`src/rtl/elevator_pkg.sv`:
```
// rtl/elevator_pkg.sv - shared state/direction encodings and default sizing for the call scheduler
package elevator_pkg;

    localparam int N_FLOORS_DEF = 8;
    localparam int FLOOR_W_DEF  = 3;

    typedef enum logic [1:0] {
        ST_IDLE,
        ST_SELECT,
        ST_ISSUE,
        ST_WAIT_ARRIVE
    } state_e;

    typedef enum logic [1:0] {
        DIR_NONE,
        DIR_UP,
        DIR_DOWN
    } dir_e;

endpackage

```
`src/rtl/elevator_floor_picker.sv`:
```
// rtl/elevator_floor_picker.sv - combinational nearest-pending-floor search above and below the car
module elevator_floor_picker
    import elevator_pkg::*;
#(
    parameter int N_FLOORS = N_FLOORS_DEF,
    parameter int FLOOR_W  = FLOOR_W_DEF
) (
    input  logic [N_FLOORS-1:0] pending,
    input  logic [FLOOR_W-1:0]  cur_floor,
    output logic                any_above,
    output logic [FLOOR_W-1:0]  lowest_above,
    output logic                any_below,
    output logic [FLOOR_W-1:0]  highest_below,
    output logic                at_cur
);

    always_comb begin
        any_above     = 1'b0;
        lowest_above  = '0;
        any_below     = 1'b0;
        highest_below = '0;
        at_cur        = 1'b0;
        // Scan downward so the last hit above the car is the lowest one.
        for (int i = N_FLOORS - 1; i >= 0; i--) begin
            if (pending[i] && (i > int'(cur_floor))) begin
                any_above    = 1'b1;
                lowest_above = FLOOR_W'(i);
            end
        end
        for (int i = 0; i < N_FLOORS; i++) begin
            if (pending[i] && (i < int'(cur_floor))) begin
                any_below     = 1'b1;
                highest_below = FLOOR_W'(i);
            end
        end
        if (int'(cur_floor) < N_FLOORS) begin
            at_cur = pending[cur_floor];
        end
    end

endmodule

```
`src/rtl/elevator_call_scheduler.sv`:
```
// rtl/elevator_call_scheduler.sv - LOOK call scheduler; ELEVATOR_PREEMPT_EN enables nearer-call retargeting
module elevator_call_scheduler
    import elevator_pkg::*;
#(
    parameter int N_FLOORS = N_FLOORS_DEF,
    parameter int FLOOR_W  = FLOOR_W_DEF
) (
    input  logic                clk,
    input  logic                rst,
    input  logic [N_FLOORS-1:0] call_req,
    input  logic [FLOOR_W-1:0]  cur_floor,
    input  logic                arrived,
    input  logic                tgt_ready,
    output logic                tgt_valid,
    output logic [FLOOR_W-1:0]  tgt_floor,
    output logic                dir_up,
    output logic                dir_down,
    output logic [N_FLOORS-1:0] pending,
    output logic                idle
);

    state_e                state_q, state_d;
    dir_e                  dir_q, dir_d;
    logic [FLOOR_W-1:0]    tgt_q, tgt_d;
    logic [N_FLOORS-1:0]   pending_q, pending_d, clr;

    logic                  any_above, any_below, at_cur;
    logic [FLOOR_W-1:0]    lowest_above, highest_below;

    elevator_floor_picker #(
        .N_FLOORS (N_FLOORS),
        .FLOOR_W  (FLOOR_W)
    ) u_picker (
        .pending       (pending_q),
        .cur_floor     (cur_floor),
        .any_above     (any_above),
        .lowest_above  (lowest_above),
        .any_below     (any_below),
        .highest_below (highest_below),
        .at_cur        (at_cur)
    );

    // Clear beats a same-cycle set: the arrival itself serves that call.
    always_comb begin
        clr = '0;
        if ((state_q == ST_WAIT_ARRIVE) && arrived && (int'(cur_floor) < N_FLOORS)) begin
            clr = N_FLOORS'(1) << cur_floor;
        end
        pending_d = (pending_q | call_req) & ~clr;
    end

`ifdef ELEVATOR_PREEMPT_EN
    logic preempt;

    always_comb begin
        preempt = ((dir_q == DIR_UP)   && any_above && (lowest_above  < tgt_q)) ||
                  ((dir_q == DIR_DOWN) && any_below && (highest_below > tgt_q));
    end
`endif

    always_comb begin
        state_d = state_q;
        dir_d   = dir_q;
        tgt_d   = tgt_q;
        case (state_q)
            ST_IDLE: begin
                if (pending_q != '0) begin
                    state_d = ST_SELECT;
                end
            end
            ST_SELECT: begin
                state_d = ST_ISSUE;
                if ((dir_q == DIR_UP) && any_above) begin
                    tgt_d = lowest_above;
                    dir_d = DIR_UP;
                end else if ((dir_q == DIR_DOWN) && any_below) begin
                    tgt_d = highest_below;
                    dir_d = DIR_DOWN;
                end else if (any_above) begin
                    tgt_d = lowest_above;
                    dir_d = DIR_UP;
                end else if (any_below) begin
                    tgt_d = highest_below;
                    dir_d = DIR_DOWN;
                end else if (at_cur) begin
                    tgt_d = cur_floor;
                    dir_d = DIR_NONE;
                end else begin
                    state_d = ST_IDLE;
                    dir_d   = DIR_NONE;
                end
            end
            ST_ISSUE: begin
                if (tgt_ready) begin
                    state_d = ST_WAIT_ARRIVE;
                end
            end
            ST_WAIT_ARRIVE: begin
                if (arrived) begin
                    if (pending_d != '0) begin
                        state_d = ST_SELECT;
                    end else begin
                        state_d = ST_IDLE;
                        dir_d   = DIR_NONE;
                    end
                end
`ifdef ELEVATOR_PREEMPT_EN
                else if (preempt) begin
                    state_d = ST_SELECT;
                end
`endif
            end
            default: begin
                state_d = ST_IDLE;
                dir_d   = DIR_NONE;
            end
        endcase
    end

    always_ff @(posedge clk or negedge rst) begin
        if (!rst) begin
            state_q   <= ST_IDLE;
            dir_q     <= DIR_NONE;
            tgt_q     <= '0;
            pending_q <= '0;
        end else begin
            state_q   <= state_d;
            dir_q     <= dir_d;
            tgt_q     <= tgt_d;
            pending_q <= pending_d;
        end
    end

    assign tgt_valid = (state_q == ST_ISSUE);
    assign tgt_floor = tgt_q;
    assign dir_up    = (dir_q == DIR_UP);
    assign dir_down  = (dir_q == DIR_DOWN);
    assign pending   = pending_q;
    assign idle      = (state_q == ST_IDLE) && (pending_q == '0);

endmodule

```
`config.mk`:
```
export PLATFORM = sky130hd
export DESIGN_NAME = elevator_call_scheduler
export DESIGN_NICKNAME = d
export VERILOG_FILES = /design/src/rtl/elevator_pkg.sv /design/src/rtl/elevator_floor_picker.sv /design/src/rtl/elevator_call_scheduler.sv
export SDC_FILE = /design/constraint.sdc
export NUM_CORES = 1
export LEC_CHECK = 0
export CORE_UTILIZATION = 44
export CTS_CLUSTER_SIZE = 20
export DETAILED_ROUTE_END_ITERATION = 6
export MAX_ROUTING_LAYER = met4
export PLACE_DENSITY = 0.76
export SYNTH_ARGS = -nofsm -noshare
export SYNTH_HDL_FRONTEND = slang
export SYNTH_SLANG_ARGS = --single-unit
```
`constraint.sdc`:
```
create_clock -name clk -period 1.8 [get_ports clk]
set_input_delay 0.18 -clock clk [delete_from_list [all_inputs] [get_ports clk]]
set_output_delay 0.18 -clock clk [all_outputs]
set_load 0.03 [all_outputs]
```
==> impl_metrics.tcl <==
set metrics [dict create \
    worst_slew_pin_slew_ps 401 \
    power_leakage_nw 0.886 \
    floorplan.die_area_um2 3030 \
    rr_worst_depth 6 \
    antennaDiodeCount 0 \
    cp_num_cells 6 \
    rsz0062_at_grt "true" \
    cp_max_fo 4 \
    reg2reg_from "pending[5]" \
    crit_path_start "pending[5]" \
    fin_ws_ps -14.2 \
    area_delta_synth_final_pct 69.1 \
    wl_per_cell_um 18.5 \
    yosysSeqAreaShare 0.303 \
    place_hpwl_um 3270 \
    setup_viol 2 \
    hold_violations 0 \
    skew_ps 2.20 \
    grt_pass1_wl_um 7180 \
    synthesis.area_um2 1240 \
    placed_cell_area_um2 1850 \
    hold_buffers 0 \
    syn_nets 170 \
    ys.flop_type "dfrtp_1" \
    io_buffers 29 \
    drv_cap 0 \
    final_util 0.815 \
    start_util 0.482 \
    period_minus_slack_ps 1810 \
    synth_fa_ha_area_frac 0 \
    drtAntennaViolNets 0 \
    synth_warnings 0 \
    grt_max_degree 16 \
    pin_count 30 \
    syn_inst 155 \
    antenna_found_initial 0 \
    finalMaxSlewViolations 0 \
    worst-setup-path-type "reg2reg" \
    drive_gt1_frac 0.423 \
    cts_buffer_depth 2 \
    hold_ws_ps 200 \
    fmax_mhz 551 \
    synth_top_family_by_area "compound AO/OA/AOI/OAI gates" \
    cts_buffers 3 \
    crit_path_end "tgt_floor[2]" \
    startpoint_type "flop" \
    cts_sinks 15 \
    violations "negative setup slack" \
    max-slew-margin-rel 0.733 \
    cp_data_arrival_time_ps 1990 \
    chipWidth_um 55.0 \
    clk_pin_slew_ps 100 \
    tritoncts "done" \
    cpMaxStageDelayCell "dfrtp_2" \
    die_height_um 55.0 \
    status "complete, but fails checks" \
    first_pass_iters 5 \
    critPathMaxStageDelay_ps 430 \
    dp_slack_ps -395 \
    ys_seq_elements 15 \
    core.rowCount 18 \
    synth-edff-count 0 \
    dr_total_vias 1662 \
    postSynthAreaPerCell_um2 7.98 \
    period_share 1.01 \
    synth-compound-area-share 0.357 \
    crit_required_ps 1980 \
    synth-async-reset-ratio 1.00 \
    synth_simple_gate_area_share 0.262 \
    cts.htree.levels 1 \
    worst_r2r_endpoint "tgt_floor[2]" \
    synth.area.mux_share 0.0263 \
    grt_overflow_total 0 \
    place_congestion 0.955 \
    routed_wl_um 4970 \
    critPathCaptureType "flop" \
    crit_chain "or3b_4, a21oi_4, nor2b_4, o21ai_1, a21oi_1, a221o_1" \
    p_per_area_nw_per_um2 888 \
    final_cell_area_um2 2090 \
    vias_per_cell 6.18 \
    peakVddDrop_v 0.00115 \
    core_area_um2 2570 \
    synthXorXnorAreaFrac 0 \
    worst_hold_path_type "in2async" \
    n_fill_cell 164 \
    critPathBufInv 0 \
    drt_iter0_markers 89 \
    synth_cell_types 50 \
    r2r_slack_ps -10 \
    grt.total_usage 0.348 \
    drc 0 \
    insertion_delay_ps 280 \
    final_net_count 255 \
    grt_pass1_vias 1545 \
    clockRootBuffer "clkbuf_4" \
    path_delay_family "compound AO/OA/AOI/OAI gates" \
]
where the power goes:
part / internal [mW] / switching [mW]
combinational: 0.500 / 0.592
sequential: 0.436 / 0.127
clock: 0.0825 / 0.120
registers in the layout, summed over array words and instances (netlist names), named ones only:
signal	cells
state_q	1
tgt_floor	3
dir_q	2
pending	8
stage by stage:
stage          instances  setup TNS (ps)  total power [mW]
2_1_floorplan        155           -46.1              1.11
5_1_grt              269            -342              1.96
6_report             269           -28.1              1.86
3_5_place_dp         249           -2080              1.55
4_1_cts              260               0              1.77
3_3_place_gp         249           -1860              1.52
kinds of logic after synthesis:
family | after synthesis
buffers and inverters | 13
flip-flops | 15
AND/OR/NAND/NOR | 65
multiplexers | 3
AO/OA/AOI/OAI | 59
cells in the final DEF, fill, tap and decap left out, types with 2 or more instances in the layout:
cell type        instances
nor2_1                  16
nor2_2                   5
nor2b_1                  4
mux2_2                   2
o2bb2ai_1                2
nor2_4                   2
and2_1                   2
o21ai_2                  2
o21ai_0                  4
o21bai_1                 3
dlygate4sd2_1            6
a21oi_1                  8
clkbuf_4                 3
dfrtp_2                  9
a31oi_1                  7
nor3_1                   2
o22ai_2                  2
nor2b_2                  2
buf_6                    3
o21a_1                   2
clkdlybuf4s50_1         20
nand3_1                  3
a41oi_1                  2
nand2b_1                 4
buf_2                    2
dfrtp_1                  6
nand2_1                 14
a21o_1                   3
o31ai_1                  2
buf_4                   54
inv_1                    6
o21ai_1                  3
a211oi_1                 2
nor4_2                   2
dlymetal6s2s_1           2
worst reg2reg max path, stage by stage, from the launching register on:
cell	delay [ps]
dfrtp_2	430
or3b_4	420
a21oi_4	210
nor2b_4	70
o21ai_1	160
a21oi_1	90
a221o_1	330
synthesized netlist by cell type (all sizes together), types with 3 or more instances:
cell type | count | area share
nor2 | 23 | 0.078
dfrtp | 15 | 0.30
nand2 | 15 | 0.048
a21oi | 10 | 0.043
o21ai | 9 | 0.036
a31oi | 7 | 0.035
nor2b | 7 | 0.035
buf | 6 | 0.030
inv | 6 | 0.018
nand2b | 4 | 0.020
nand3 | 4 | 0.016
a21o | 3 | 0.018
nor4 | 3 | 0.015
o21bai | 3 | 0.018
o22ai | 3 | 0.020
o31ai | 3 | 0.022
area by class of cell:
type	count	area (um2)	area share
multi-input cells	127	891	0.426
repair buffers	87	727	0.347
flip-flops and latches	15	387	0.185
well taps	30	37.5	0.0179
clock buffers	3	22.5	0.0108
inverters	6	22.5	0.0108
clock inverters	1	5.00	0.00239
routing by layer:
layer | wire length, um | global-route usage | vias up
li1 | - | - | 754
met5 | 0 | - | -
met1 | 2010 | 0.453 | 784
met4 | 121 | 0.113 | 0
met3 | 469 | 0.0437 | 19
met2 | 2360 | 0.560 | 105
how the worst min path moves through the flow:
stage	from	endpoint	slack [ps]	cells past startpoint
2_1_floorplan	rst	asynchronous set/reset pin	-120	0
3_3_place_gp	tgt_floor[0]	tgt_floor[0]	490	2
6_report	rst	pending[4]	200	2
5_1_grt	rst	dir_q[0]	220	2
3_5_place_dp	tgt_floor[0]	tgt_floor[0]	490	2
4_1_cts	rst	state_q[0]	210	2
timing repair:
item / in CTS / in global routing
gates resized for setup: 19 / 21
gates cloned: 2 / 0
pin swaps: 3 / 10
endpoints found under the setup margin: 8 / 6
setup buffers: 5 / 9
hold endpoints to repair: 0 / 0
Power figures use the tool's default switching activity.
